$ cat config.mk
export PLATFORM = sky130hd
export DESIGN_NAME = imem_loader_flat
export DESIGN_NICKNAME = d
export VERILOG_FILES = /design/src/rtl/imem_loader_pkg.sv /design/src/rtl/imem_loader_if.sv /design/src/rtl/imem_loader.sv /design/src/flat_wrapper.sv
export SDC_FILE = /design/constraint.sdc
export NUM_CORES = 1
export LEC_CHECK = 0
export ABC_CLOCK_PERIOD_IN_PS = 3600
export CELL_PAD_IN_SITES_DETAIL_PLACEMENT = 1
export CELL_PAD_IN_SITES_GLOBAL_PLACEMENT = 2
export CORE_MARGIN = 1
export CORE_UTILIZATION = 37
export CTS_BUF_LIST = sky130_fd_sc_hd__clkbuf_4
export DETAILED_ROUTE_END_ITERATION = 8
export PLACE_DENSITY_LB_ADDON = 0.12
export SLEW_MARGIN = 5
export SYNTH_ARGS = -nofsm -noshare
export SYNTH_HDL_FRONTEND = slang
export SYNTH_SLANG_ARGS = --single-unit
$ cat constraint.sdc
create_clock -name clk -period 3.6 [get_ports clk]
set_input_delay 0.36 -clock clk [delete_from_list [all_inputs] [get_ports clk]]
set_output_delay 0.36 -clock clk [all_outputs]
set_load 0.01 [all_outputs]
$ cat src/rtl/imem_loader_pkg.sv
// Shared types and constants for the instruction-memory boot loader.
package imem_loader_pkg;

   localparam logic [7:0] DEF_SYNC_BYTE = 8'hA5;

   typedef enum logic [2:0] {
      S_SYNC,
      S_LEN_LO,
      S_LEN_HI,
      S_DATA,
      S_CHK,
      S_DONE,
      S_ERR
   } state_t;

endpackage

$ cat src/rtl/imem_loader_if.sv
// Byte-stream input, IMEM write port and boot status of the loader.
interface imem_loader_if #(
   parameter int AW = 10
);
   logic          rx_valid;
   logic [7:0]    rx_data;
   logic          rx_ready;
   logic          imem_we;
   logic [AW-1:0] imem_addr;
   logic [31:0]   imem_wdata;
   logic          core_rst_n;
   logic          done;
   logic          err;

   modport master (
      output rx_valid, rx_data,
      input  rx_ready, imem_we, imem_addr, imem_wdata, core_rst_n, done, err
   );

   modport slave (
      input  rx_valid, rx_data,
      output rx_ready, imem_we, imem_addr, imem_wdata, core_rst_n, done, err
   );
endinterface

$ cat src/rtl/imem_loader.sv
// Receives a framed byte stream, writes it word by word into IMEM, and
// releases the core from reset only after a length- and checksum-valid load.
module imem_loader
   import imem_loader_pkg::*;
#(
   parameter int         AW        = 10,
   parameter logic [7:0] SYNC_BYTE = DEF_SYNC_BYTE
) (
   input logic          clk,
   input logic          rst,
   imem_loader_if.slave bus
);

   state_t        state, state_n;
   logic [15:0]   word_cnt;
   logic [1:0]    byte_cnt;
   logic [23:0]   shreg;
   logic [7:0]    csum;
   logic          we_q;
   logic [AW-1:0] addr_q;
   logic [31:0]   wdata_q;

   logic          ready;
   logic          acc;
   logic [15:0]   len_n;
   logic          len_too_big;

   assign ready = (state != S_DONE) && (state != S_ERR);
   assign acc   = bus.rx_valid && ready;
   // LEN_LO is parked in the low byte of the word counter until LEN_HI arrives
   assign len_n       = {bus.rx_data, word_cnt[7:0]};
   assign len_too_big = ({16'h0, len_n} > (32'd1 << AW));

   always_ff @(posedge clk or posedge rst) begin
      if (rst) state <= S_SYNC;
      else     state <= state_n;
   end

   always_comb begin
      state_n = state;
      case (state)
         S_SYNC:   if (acc && bus.rx_data == SYNC_BYTE) state_n = S_LEN_LO;
         S_LEN_LO: if (acc) state_n = S_LEN_HI;
         S_LEN_HI: if (acc) begin
            if (len_too_big)       state_n = S_ERR;
            else if (len_n == '0)  state_n = S_CHK;
            else                   state_n = S_DATA;
         end
         S_DATA:   if (acc && byte_cnt == 2'd3 && word_cnt == 16'd1) state_n = S_CHK;
         S_CHK:    if (acc) state_n = (bus.rx_data == csum) ? S_DONE : S_ERR;
         default:  state_n = state;
      endcase
   end

   always_ff @(posedge clk or posedge rst) begin
      if (rst) begin
         word_cnt <= '0;
         byte_cnt <= '0;
         shreg    <= '0;
         csum     <= '0;
         we_q     <= 1'b0;
         addr_q   <= '0;
         wdata_q  <= '0;
      end else begin
         we_q <= 1'b0;
         // address advances after the strobe so it holds the word index during it
         if (we_q) addr_q <= addr_q + AW'(1);
         case (state)
            S_LEN_LO: if (acc) word_cnt <= {8'h00, bus.rx_data};
            S_LEN_HI: if (acc) word_cnt <= len_n;
            S_DATA: if (acc) begin
               csum     <= csum ^ bus.rx_data;
               byte_cnt <= byte_cnt + 2'd1;
               shreg    <= {bus.rx_data, shreg[23:8]};
               if (byte_cnt == 2'd3) begin
                  we_q     <= 1'b1;
                  wdata_q  <= {bus.rx_data, shreg};
                  word_cnt <= word_cnt - 16'd1;
               end
            end
            default: ;
         endcase
      end
   end

   assign bus.rx_ready   = ready;
   assign bus.imem_we    = we_q;
   assign bus.imem_addr  = addr_q;
   assign bus.imem_wdata = wdata_q;
   assign bus.done       = (state == S_DONE);
   assign bus.err        = (state == S_ERR);
   assign bus.core_rst_n = (state == S_DONE);

endmodule

$ cat src/flat_wrapper.sv
// flat-port wrapper written by rule: the top's interface ports become plain ports
module imem_loader_flat import imem_loader_pkg::*;
#(
   parameter int         AW        = 10,
   parameter logic [7:0] SYNC_BYTE = DEF_SYNC_BYTE
)
  (clk, rst, bus_rx_valid, bus_rx_data, bus_rx_ready, bus_imem_we, bus_imem_addr, bus_imem_wdata, bus_core_rst_n, bus_done, bus_err);
  imem_loader_if #(.AW(AW)) bus_i ();
  input logic clk;
  input logic rst;
  input wire logic [$bits(bus_i.rx_valid)-1:0] bus_rx_valid;
  input wire logic [$bits(bus_i.rx_data)-1:0] bus_rx_data;
  output wire logic [$bits(bus_i.rx_ready)-1:0] bus_rx_ready;
  output wire logic [$bits(bus_i.imem_we)-1:0] bus_imem_we;
  output wire logic [$bits(bus_i.imem_addr)-1:0] bus_imem_addr;
  output wire logic [$bits(bus_i.imem_wdata)-1:0] bus_imem_wdata;
  output wire logic [$bits(bus_i.core_rst_n)-1:0] bus_core_rst_n;
  output wire logic [$bits(bus_i.done)-1:0] bus_done;
  output wire logic [$bits(bus_i.err)-1:0] bus_err;
  assign bus_i.rx_valid = bus_rx_valid;
  assign bus_i.rx_data = bus_rx_data;
  assign bus_rx_ready = bus_i.rx_ready;
  assign bus_imem_we = bus_i.imem_we;
  assign bus_imem_addr = bus_i.imem_addr;
  assign bus_imem_wdata = bus_i.imem_wdata;
  assign bus_core_rst_n = bus_i.core_rst_n;
  assign bus_done = bus_i.done;
  assign bus_err = bus_i.err;
  imem_loader #(.AW(AW), .SYNC_BYTE(SYNC_BYTE)) u_core (.clk(clk), .rst(rst), .bus(bus_i));
endmodule
==> key figures <==
Outcome
  – Status: finished, final reports clean

Power and ir drop
  – Clk pwr share: 21.8%
  – Pint: 1790 uW
  – VDD IR-drop max: 0.000266 V
  – Total chip power: 2710 uW
  – Power share of the combinational group: 22.4%
  – Share of total power in sequential cells: 55.8%
  – Net switching power: 923 uW
  – PwrDens: 520 nW/um2
  – Net Sw Frac: 34.0%
  – Leakage power: 0.00245 uW

Route
  – DR pass1 iterations: 4
  – DR vias: 3233
  – Total Wirelength: 10.4 mm
  – DR WL/cell: 17.1 um
  – Iter 0 DRT Violations: 130
  – Post-route ant nets: 0
  – Post-route DRC: 0
  – Routed vias/inst: 5.30

GRT
  – Gr usage total: 18.6%
  – Overflow left after global routing: 0
  – Largest net degree at the start of global routing: 56
  – First-pass GRT wire length: 18.0 mm
  – Number of antenna violations at the first check in global routing: 0
  – Number of global-route vias before repair: 3361

Setup path
  – R2r startpoint: u_core.state[2]
  – Flop2flop setup slack: 730 ps
  – CP max stage delay: 620 ps
  – Worst path required time: 3950 ps
  – Worst R2R End: u_core.bus.imem_wdata[19]
  – CP bufs+invs: 0
  – Crit. End Element: register
  – CP Cell Sequence: nand2b_1 -> or2_1 -> nor2_8 -> nand2_4 -> mux2_1
  – FF-to-FF path depth: 5
  – Max FO, Critical Path: 33
  – Family with the most delay on the worst path: simple AND/OR/NAND/NOR gates
  – Crit-path slowest cell: or2_1
  – WS Path Type: reg2reg
  – CP arrival: 3220 ps
  – Critical path startpoint category: register

Clock network
  – CTS root buffer: clkbuf_4
  – CTS Buffer Depth: 2
  – Setup bufs post-CTS: 0
  – Worst skew pair latency: 460 ps
  – Total CTS buffers: 9
  – H-tree lvl count: 3
  – Clock transition at the registers of the reported paths: 150 ps
  – # hold bufs at CTS: 0
  – Post-cts resize count: 0
  – CTS tree: yes
  – Clock sink total: 96

Die
  – Io pins: 58
  – Chip Height: 111 um
  – Initial Util: 38.2%
  – Row Count: 39
  – Die area: 12300 um2
  – Die Wd: 111 um
  – Core area: 11500 um2

STA
  – Max-slew headroom: 44.6%
  – Final Max Slew Viols: 0
  – FMAX: 0.349 GHz
  – Minimum clock period: 2870 ps
  – Layout Skew: 12.2 ps
  – RSZ-0062 raised after global routing: false
  – Fin crit share: 79.6%
  – Setup_tns: 0 ps
  – Tightest Pin Transition: 831 ps
  – Final setup vio count: 0
  – Endpoints failing hold: 0

Logic synthesis
  – Top-area cell type share of the netlist area: 54.8%
  – Area leader, netlist: dfrtp_1
  – Synth Flop Type: dfrtp_1
  – Cell count after synthesis: 410
  – Synth async-reset ratio: 100%
  – Dominant cells by area after synthesis: dfrtp_1 (55%), nand2_1 (7.3%), xnor2_1 (5.0%), mux2_1 (4.4%), mux2_2 (4.4%)
  – Synth unique cells: 54
  – Synthesized net count: 426
  – Post-Syn Area: 4390 um2
  – Yosys warnings: 0
  – Flops & latches, synth: 96
  – Post-synth EDFFs: 0
  – Synth Area per Inst: 10.7 um2
  – Sequential share of the synthesized area: 54.8%

Job
  – Maxcap violations: 0

Place
  – Gpl congestion: 0.813
  – DP HPWL: 7.11 mm
  – Port bufs: 57

Final layout
  – Most frequent cells in the layout: dfrtp_1 (96), nand2_1 (85), clkdlybuf4s50_1 (57)
  – Commonest non-fill, non-tap cell in the layout: dfrtp_1
  – Layout cells sized above 1: 10.5%
  – N_diodes: 0
  – Area delta synth->final: 18.9%
  – Filler Cell Count: 1268
  – Fin nets: 479

Min path
  – Hold Path Class: in2async
[flip-flops by register name, indices dropped and copies added (netlist names)]
signal / flops
u_core.csum: 8
u_core.bus.imem_we: 1
u_core.word_cnt: 16
u_core.byte_cnt: 2
u_core.bus.imem_addr: 10
u_core.bus.imem_wdata: 32
u_core.state: 3
u_core.shreg: 24
[layout make-up]
class | instances | area, um2 | share of cell area, %
Multi-Input combinational cell | 285 | 1840 | 35.3
Clock inverter | 6 | 68.8 | 1.32
Inverter | 9 | 36.3 | 0.696
Sequential cell | 96 | 2400 | 46.1
Tap cell | 143 | 179 | 3.43
Clock buffer | 9 | 67.6 | 1.30
Timing Repair Buffer | 62 | 621 | 11.9
[Yosys cell counts (2+ instances only)]
cell type,count
dfrtp_1,96
nand2_1,85
o21ai_0,25
xnor2_1,25
nor2_1,22
mux2_1,17
mux2_2,17
clkbuf_1,12
a21oi_1,11
nor3_1,9
inv_1,8
a22oi_1,6
a32oi_1,6
nand4_1,6
ha_1,5
nand2b_1,4
nand3_1,4
and3_1,3
buf_6,3
nor4_1,3
o2bb2ai_1,3
xor2_1,3
a31oi_1,2
buf_2,2
buf_4,2
nand3b_1,2
o211ai_1,2
[kinds of logic after synthesis]
kind of cell / count (synthesis) / synth area share (%)
flops: 96 / 54.8
fa+ha+maj: 5 / 1.43
buf+inv: 29 / 3.22
compound gates: 64 / 9.24
mux: 35 / 8.96
xor+xnor: 28 / 5.59
simple gates: 153 / 16.8
[power by group through the flow]
stage / registers (uW) / logic (uW) / clock network (uW)
2_1_floorplan: 1460 / 462 / 0
3_3_place_gp: 1530 / 595 / 0
3_5_place_dp: 1540 / 610 / 0
4_1_cts: 1520 / 615 / 617
5_1_grt: 1560 / 694 / 658
6_report: 1510 / 606 / 591
[how the worst max path moves through the flow]
stage / depth (start not counted) / start / end
floorplan: 1 / rst / u_core.bus.imem_addr[0]
global placement: 5 / u_core.state[2] / u_core.bus.imem_wdata[26]
detailed placement: 5 / u_core.state[2] / u_core.bus.imem_wdata[7]
CTS: 5 / u_core.state[2] / u_core.bus.imem_wdata[18]
global route: 5 / u_core.state[1] / u_core.bus.imem_wdata[25]
finish: 5 / u_core.state[2] / u_core.bus.imem_wdata[19]
[metal layers]
metal,up-vias,GRT usage (%),share of wire (%)
li1,1523,-,-
met1,1626,26.5,50
met2,71,28.1,45
met3,13,3.12,3.6
met4,0,8.00,1.9
met5,-,0,0
[per-stage QoR]
step           hold WS [ps]  util (%)  worst slack (ps)  cell area [um2]  std cells
6_report                365      45.5               734             5220        610
5_1_grt                 376      45.5               497             5220        610
4_1_cts                 366      45.5               695             5220        610
3_5_place_dp            463      44.3               707             5080        595
3_3_place_gp            457      44.3               818             5080        595
2_1_floorplan           439         -               735             4390        410
(Power assumes the default switching activity.)
